===== config.mk =====
export PLATFORM = sky130hd
export DESIGN_NAME = reg_40_wr_port_arbiter
export DESIGN_NICKNAME = d
export VERILOG_FILES = /design/src/rtl/reg_40_wr_port_arbiter_pkg.sv /design/src/rtl/reg_40_wr_port_arbiter_rr_arbiter.sv /design/src/rtl/reg_40_wr_port_arbiter.sv
export SDC_FILE = /design/constraint.sdc
export NUM_CORES = 1
export LEC_CHECK = 0
export ABC_AREA = 1
export CORE_MARGIN = 2
export CORE_UTILIZATION = 48
export CTS_CLUSTER_SIZE = 10
export DETAILED_ROUTE_END_ITERATION = 6
export MAX_ROUTING_LAYER = met4
export PLACE_DENSITY = 0.86
export SETUP_SLACK_MARGIN = 0.15
export SLEW_MARGIN = 10
export SYNTH_ARGS = -nofsm -noshare
export SYNTH_HDL_FRONTEND = slang
export SYNTH_SLANG_ARGS = --single-unit
export TNS_END_PERCENT = 1

===== constraint.sdc =====
create_clock -name clk -period 6.33 [get_ports clk]
set_clock_uncertainty 0.1 [all_clocks]
set_input_delay 1.266 -clock clk [delete_from_list [all_inputs] [get_ports clk]]
set_output_delay 1.266 -clock clk [all_outputs]
set_load 0.02 [all_outputs]

===== src/rtl/reg_40_wr_port_arbiter_pkg.sv =====
// Shared register-file geometry for the write-port arbiter slice.
// Optional read bypass is enabled by defining WRPORT_ARB_BYPASS_EN.
package reg_40_wr_port_arbiter_pkg;

    localparam int unsigned RF_NUM_ENTRIES = 40;
    localparam int unsigned RF_ADDR_W      = 6;

    typedef logic [RF_ADDR_W-1:0] rf_addr_t;

    function automatic logic addr_in_range(input rf_addr_t addr);
        return addr < rf_addr_t'(RF_NUM_ENTRIES);
    endfunction

endpackage


===== src/rtl/reg_40_wr_port_arbiter_rr_arbiter.sv =====
// Round-robin arbiter: picks the first set request at or above ptr, wrapping around,
// and reports it as a one-hot grant plus its binary index.
module reg_40_wr_port_arbiter_rr_arbiter #(
    parameter int unsigned NUM_REQ = 4,
    localparam int unsigned IDX_W  = $clog2(NUM_REQ)
) (
    input  logic [NUM_REQ-1:0] req,
    input  logic [IDX_W-1:0]   ptr,
    output logic [NUM_REQ-1:0] gnt,
    output logic [IDX_W-1:0]   gnt_idx,
    output logic               gnt_valid
);

    always_comb begin
        logic [IDX_W-1:0] sel;
        gnt       = '0;
        gnt_idx   = '0;
        gnt_valid = 1'b0;
        sel       = '0;
        for (int unsigned k = 0; k < NUM_REQ; k++) begin
            sel = IDX_W'((32'(ptr) + k) % NUM_REQ);
            if (!gnt_valid && req[sel]) begin
                gnt_valid = 1'b1;
                gnt[sel]  = 1'b1;
                gnt_idx   = sel;
            end
        end
    end

endmodule


===== src/rtl/reg_40_wr_port_arbiter.sv =====
// Round-robin arbiter sharing one register-file write port among NUM_REQ writers.
// Define WRPORT_ARB_BYPASS_EN to add the write-to-read forwarding path.
module reg_40_wr_port_arbiter
    import reg_40_wr_port_arbiter_pkg::*;
#(
    parameter int unsigned WIDTH   = 1,
    parameter int unsigned NUM_REQ = 4
) (
    input  logic                         clk,
    input  logic                         rst,
    input  logic                         stall,
    input  logic [NUM_REQ-1:0]           req_valid,
    input  logic [RF_ADDR_W*NUM_REQ-1:0] req_addr,
    input  logic [WIDTH*NUM_REQ-1:0]     req_data,
    output logic [NUM_REQ-1:0]           req_ready,
    output logic                         wr_en,
    output logic [RF_ADDR_W-1:0]         wr_addr,
    output logic [WIDTH-1:0]             wr_data,
    output logic                         addr_err
`ifdef WRPORT_ARB_BYPASS_EN
    ,
    input  logic [RF_ADDR_W-1:0]         rd_addr,
    input  logic [WIDTH-1:0]             rd_data_rf,
    output logic [WIDTH-1:0]             rd_data
`endif
);

    localparam int unsigned IDX_W = $clog2(NUM_REQ);

    logic [IDX_W-1:0]     ptr_q, ptr_d;
    logic [NUM_REQ-1:0]   req_masked;
    logic [NUM_REQ-1:0]   gnt;
    logic [IDX_W-1:0]     gnt_idx;
    logic                 gnt_valid;
    rf_addr_t             sel_addr;
    logic [WIDTH-1:0]     sel_data;

    logic                 wr_en_q, wr_en_d;
    logic                 addr_err_q, addr_err_d;
    rf_addr_t             wr_addr_q, wr_addr_d;
    logic [WIDTH-1:0]     wr_data_q, wr_data_d;

    // Gating with rst keeps req_ready low for the whole reset window.
    assign req_masked = (rst && !stall) ? req_valid : '0;

    reg_40_wr_port_arbiter_rr_arbiter #(
        .NUM_REQ (NUM_REQ)
    ) u_rr_arbiter (
        .req       (req_masked),
        .ptr       (ptr_q),
        .gnt       (gnt),
        .gnt_idx   (gnt_idx),
        .gnt_valid (gnt_valid)
    );

    assign req_ready = gnt;

    always_comb begin
        sel_addr = '0;
        sel_data = '0;
        for (int i = 0; i < NUM_REQ; i++) begin
            if (gnt[i]) begin
                sel_addr = req_addr[i*RF_ADDR_W +: RF_ADDR_W];
                sel_data = req_data[i*WIDTH +: WIDTH];
            end
        end
    end

    always_comb begin
        ptr_d = ptr_q;
        if (gnt_valid) begin
            ptr_d = (gnt_idx == IDX_W'(NUM_REQ - 1)) ? '0 : gnt_idx + IDX_W'(1);
        end
    end

    // Out-of-range writes are dropped at the port but still flagged.
    always_comb begin
        wr_en_d    = 1'b0;
        addr_err_d = 1'b0;
        wr_addr_d  = wr_addr_q;
        wr_data_d  = wr_data_q;
        if (gnt_valid) begin
            wr_en_d    = addr_in_range(sel_addr);
            addr_err_d = !addr_in_range(sel_addr);
            wr_addr_d  = sel_addr;
            wr_data_d  = sel_data;
        end
    end

    always_ff @(posedge clk or negedge rst) begin
        if (!rst) begin
            ptr_q      <= '0;
            wr_en_q    <= 1'b0;
            addr_err_q <= 1'b0;
            wr_addr_q  <= '0;
            wr_data_q  <= '0;
        end else begin
            ptr_q      <= ptr_d;
            wr_en_q    <= wr_en_d;
            addr_err_q <= addr_err_d;
            wr_addr_q  <= wr_addr_d;
            wr_data_q  <= wr_data_d;
        end
    end

    assign wr_en    = wr_en_q;
    assign addr_err = addr_err_q;
    assign wr_addr  = wr_addr_q;
    assign wr_data  = wr_data_q;

`ifdef WRPORT_ARB_BYPASS_EN
    // Forward the pending write for the cycle before the file captures it.
    assign rd_data = (wr_en_q && (wr_addr_q == rd_addr)) ? wr_data_q : rd_data_rf;
`endif

endmodule


After elaboration in Yosys (flattened, before gate mapping)
Cells that the tools add are included.

cells by class
  add/subtract/negate cells = 4
  eq/ne operators = 1
  muxes and demuxes = 40
  magnitude comparators = 9
  bitwise operators = 3
  reductions and logical operators = 13

operators with widths
  kind                                                                    count
  6-bit two-way mux                                                       4
  4-bit two-way mux                                                       5
  1-bit two-way mux                                                       18
  2-bit by 3-bit < comparator with 1-bit output (second input constant)   4
  4-bit OR                                                                3
  2-bit two-way mux                                                       5
  1-bit binary-select mux with 2-bit select                               4
  1-bit demux with 2-bit select                                           4
  2-bit by 1-bit >= comparator with 1-bit output (second input constant)  4
  1-bit logical AND                                                       8
  6-bit < comparator (second input constant)                              1
  1-bit logical NOT                                                       5
  2-bit by 1-bit adder with 2-bit output (second input constant)          2
  2-bit adder (second input constant)                                     2
  2-bit equality test (second input constant)                             1

storage, ports and cells
  input bits = 35
  bits in registers = 11
  logic and storage cells = 75
  output and inout bits = 13

Longest topological paths before layout
  word-level depth = 22
  gate-level depth with buffers = 17
  depth with buffers taken out = 17

Cells and area by module
From an unflattened synthesis, not the netlist that was laid out.

unflattened totals
  cells, all modules = 178
  area total of the unflattened synthesis = 1164.9 µm²

modules (own cells, without submodules)
  module                             seq. area each (µm²)  area an instance (µm²)  instances  cells an instance
  reg_40_wr_port_arbiter             275.3                 724.4                   1          104
  reg_40_wr_port_arbiter_rr_arbiter  0.0                   440.4                   1          74

Least setup slack after synthesis
OpenSTA, ideal clock, no wires.

  path type = input to output
  start = in rst
  end = out req_ready[3]
  slack = 2.694 ns
  path buffers = 2
  stages on the path = 9
  arrival = 2.270 ns
  data required time = 4.964 ns
  path through = buf_6 nand3_2 nand2_2 nand3_2 nand2_4 nor2_8 nand3_2 o21ai_2 buf_6

between the ends
  longest elaborated chain between the ends = 14
  elaborated cells between the ends (all ways) = 26
  those cells by class = mux: 16; bitwise: 3; reduce/logical: 7

RTL lines
  item                                       RTL line                                 text
  from (decl)                                reg_40_wr_port_arbiter.sv:10             input logic rst,
  1-bit logical AND (*)                      reg_40_wr_port_arbiter.sv:44             assign req_masked = (rst && !stall) ? req_valid : '0;
  4-bit two-way mux (*)                      reg_40_wr_port_arbiter.sv:44
  1-bit binary-select mux with 2-bit select  reg_40_wr_port_arbiter_rr_arbiter.sv:22  if (!gnt_valid && req[sel]) begin
  1-bit two-way mux (implied by the code)    reg_40_wr_port_arbiter_rr_arbiter.sv:22
  1-bit two-way mux                          reg_40_wr_port_arbiter_rr_arbiter.sv:22
  1-bit logical NOT                          reg_40_wr_port_arbiter_rr_arbiter.sv:22
  1-bit logical AND                          reg_40_wr_port_arbiter_rr_arbiter.sv:22
  1-bit two-way mux                          reg_40_wr_port_arbiter_rr_arbiter.sv:22
  1-bit logical NOT                          reg_40_wr_port_arbiter_rr_arbiter.sv:22
  1-bit logical AND                          reg_40_wr_port_arbiter_rr_arbiter.sv:22
  1-bit two-way mux                          reg_40_wr_port_arbiter_rr_arbiter.sv:22
  1-bit logical NOT                          reg_40_wr_port_arbiter_rr_arbiter.sv:22
  1-bit logical AND                          reg_40_wr_port_arbiter_rr_arbiter.sv:22
  4-bit two-way mux (*)                      reg_40_wr_port_arbiter_rr_arbiter.sv:22
  to (decl)                                  reg_40_wr_port_arbiter.sv:15             output logic [NUM_REQ-1:0] req_ready,

Mark *: on every way between the ends. The rest lies on a longest branch, timed or not. The select of a mux whose other input is x is not followed.

Worst setup path in the final report
Same ends and word-level chain as after synthesis.

==> run metrics <==
Main synth FF type=sky130_fd_sc_hd__dfrtp_1; first-pass GRT wire length=5460 um; Yosys cell types=26; hold path depth=2; kind of end point of the critical path=primary output; final critical-path setup slack=1.21 ns; synthesized flop and latch total=11; overall track demand over capacity in global routing=22.1%; final global-route overflow total=0; source-to-sink clock delay at the later pin of the worst-skew pair=0.26 ns; relative area change from synthesis to final layout=39.4%; Routed wire per std cell=13.2 um; crit path kind=in -> out; outcome=completed; utilization after layout=71.2%; clock root buffer=sky130_fd_sc_hd__clkbuf_4; Max Cap Violations=0; Hold/Removal Path Class=reg -> reg; share of Yosys cell area claimed by the top area cell type=21.8%; Yosys Warn Count=0; leading cell type by number of instances after synthesis=sky130_fd_sc_hd__nand2_1; clock transition time at the flip-flop clock pins of the worst setup and hold paths=0.07 ns; startpoint type of the worst setup path=input port; Critical Path Source=rst; Floorplan Core Area=2480 sq um; number of inserted filler cells in the final layout=212; die outline width=55.3 um; die area=3060 sq um; number of nets at the end of the flow=268; maximum count of clock buffers along a single path=2; maximum number of pins on one net before global-route repair=14; number of enable-type register cells in the synthesized netlist=0; layout cell share with drive strength beyond 1=21.2%; endpoint of the worst hold path=wr_addr[1]; Pre-antenna DRT Iters=4; via count of the first global-routing pass=1211; sequential cell area fraction in the yosys report=21.8%; depth of the most critical reg-to-reg path=13; starting density of the core=51.1%; initial antenna violation count=0; Antenna diodes=0; data arrival time of the worst path=3.76 ns; cell taking the most area after synthesis=sky130_fd_sc_hd__dfrtp_1; number of remaining DRC errors=0; post-route fraction of the period consumed by the critical path=80.9%; Tmin final=5.12 ns; setup slack, reg-to-reg=3.36 ns; RSZ-0062 raised after global routing=no; count of cells resized by post-cts repair=0; relative max-transition margin=59.4%; # setup viols final=0; fraction of registers with async set/reset=100%; Final Wtd Congestion=0.908; required time worst endpoint=4.96 ns; number of sinks handled by clock tree synthesis=11; non-filler instance count after layout=256; row count=18; leading post-synthesis cells by instance count=50 x sky130_fd_sc_hd__nand2_1, 19 x sky130_fd_sc_hd__nand3_1, 12 x sky130_fd_sc_hd__a21oi_1, 12 x sky130_fd_sc_hd__nand3_2, 11 x sky130_fd_sc_hd__dfrtp_1; Syn Inst Count=178; count of endpoints failing hold in the final timing report=0; pre-CTS worst setup slack=1.21 ns; hold path startpoint=wr_addr[1]; hpwl dp=2820 um; TritonCTS clock tree=done; Die Span Y=55.3 um; Max Freq=195 MHz; count of pins on the block boundary=48; leading cell types by total area after synthesis=sky130_fd_sc_hd__dfrtp_1 22%, sky130_fd_sc_hd__nand2_1 15%, sky130_fd_sc_hd__nand3_2 9.5%, sky130_fd_sc_hd__nand3_1 7.5%, sky130_fd_sc_hd__ha_1 5.9%; number of pins with negative max-slew slack in the final report=0; H-tree Lvls=1; capture instance of the worst register-to-register path=wr_en; placed cell count=252; largest driver fanout on the critical path=12; setup tns final=0 ns; syn nets=219; total CTS buffers=3; aggregate routed wire length=3380 um; mean instance size in the synthesized netlist=7.11 sq um; DR iter-0 viols=41; routed via count=1320; Cell Area, Synth=1260 sq um; hold-fix buffer count after cts=0; count of input and output buffers=47; actual transition at the worst max-transition pin=0.607 ns; Final ANT Viol Nets=0; buffer count from post-CTS setup fixing=0; Vias per Instance=5.16
-- per-layer routing --
metal	up-vias	track usage (%)	wire, um
li1	689	-	-
met1	593	27.1	1470
met4	0	4.53	55
met2	31	38.3	1730
met3	7	3.75	130
met5	-	-	0
-- area by class of cell --
class / instances / area (sq um) / area share [%]
repair buffers: 48 / 478 / 27.1
clock inverters: 1 / 5.00 / 0.284
flip-flops and latches: 11 / 275 / 15.6
clock buffers: 3 / 22.5 / 1.28
multi-input cells: 147 / 878 / 49.8
inverters: 16 / 66.3 / 3.76
well taps: 30 / 37.5 / 2.13
-- critical path: stages --
cell and delay, ns:
sky130_fd_sc_hd__clkdlybuf4s50_1 0.61, sky130_fd_sc_hd__nand3_2 0.19, sky130_fd_sc_hd__nand2_1 0.10, sky130_fd_sc_hd__nand3_2 0.13, sky130_fd_sc_hd__nand2_4 0.10, sky130_fd_sc_hd__nor2_8 0.13
sky130_fd_sc_hd__nand3_2 0.11, sky130_fd_sc_hd__o21ai_2 0.42, sky130_fd_sc_hd__clkdlybuf4s50_1 0.70
-- through the flow --
| step | hold slack (ns) | instance area (sq um) |
|---|---|---|
| finish | 0.395 | 1760 |
| global route | 0.420 | 1760 |
| CTS | 0.400 | 1760 |
| detailed placement | 0.385 | 1740 |
| global placement | 0.366 | 1740 |
| floorplan | 0.491 | 1260 |
-- worst max path at each step --
stage,cells after the start,endpoint,slack (ns)
floorplan,9,req_ready[3],2.69
global placement,9,req_ready[3],1.27
detailed placement,9,req_ready[3],1.21
CTS,8,req_ready[3],1.21
global route,8,req_ready[3],1.05
finish,9,req_ready[3],1.21
-- cell families after synthesis --
kind of cell | Yosys count | synth area share, %
buffers and inverters | 20 | 8.80
xor gates and xnor gates | 1 | 0.693
and+or+nand+nor | 116 | 51.9
adders and majority gates | 6 | 5.93
DFF | 11 | 21.8
AOI/OAI and AO/OA | 24 | 10.9
-- cells in the final DEF, fill, tap and decap left out, types with 5 or more instances in the layout --
| cell | n |
|---|---|
| sky130_fd_sc_hd__nand2_1 | 50 |
| sky130_fd_sc_hd__clkdlybuf4s50_1 | 47 |
| sky130_fd_sc_hd__nand3_1 | 19 |
| sky130_fd_sc_hd__nand3_2 | 12 |
| sky130_fd_sc_hd__a21oi_1 | 12 |
| sky130_fd_sc_hd__dfrtp_1 | 11 |
| sky130_fd_sc_hd__nand2_2 | 10 |
| sky130_fd_sc_hd__inv_1 | 10 |
| sky130_fd_sc_hd__nand4_1 | 7 |
| sky130_fd_sc_hd__nor2_2 | 6 |
| sky130_fd_sc_hd__ha_1 | 6 |
| sky130_fd_sc_hd__o21ai_0 | 5 |
-- registers in the layout, indices dropped and copies added (netlist names), named ones only --
name,flops
addr_err,1
wr_en,1
wr_addr,6
wr_data,1
ptr_q,1
Power is not shown: default switching activity piles up to over one toggle a cycle in this logic, so the estimate is an artifact.
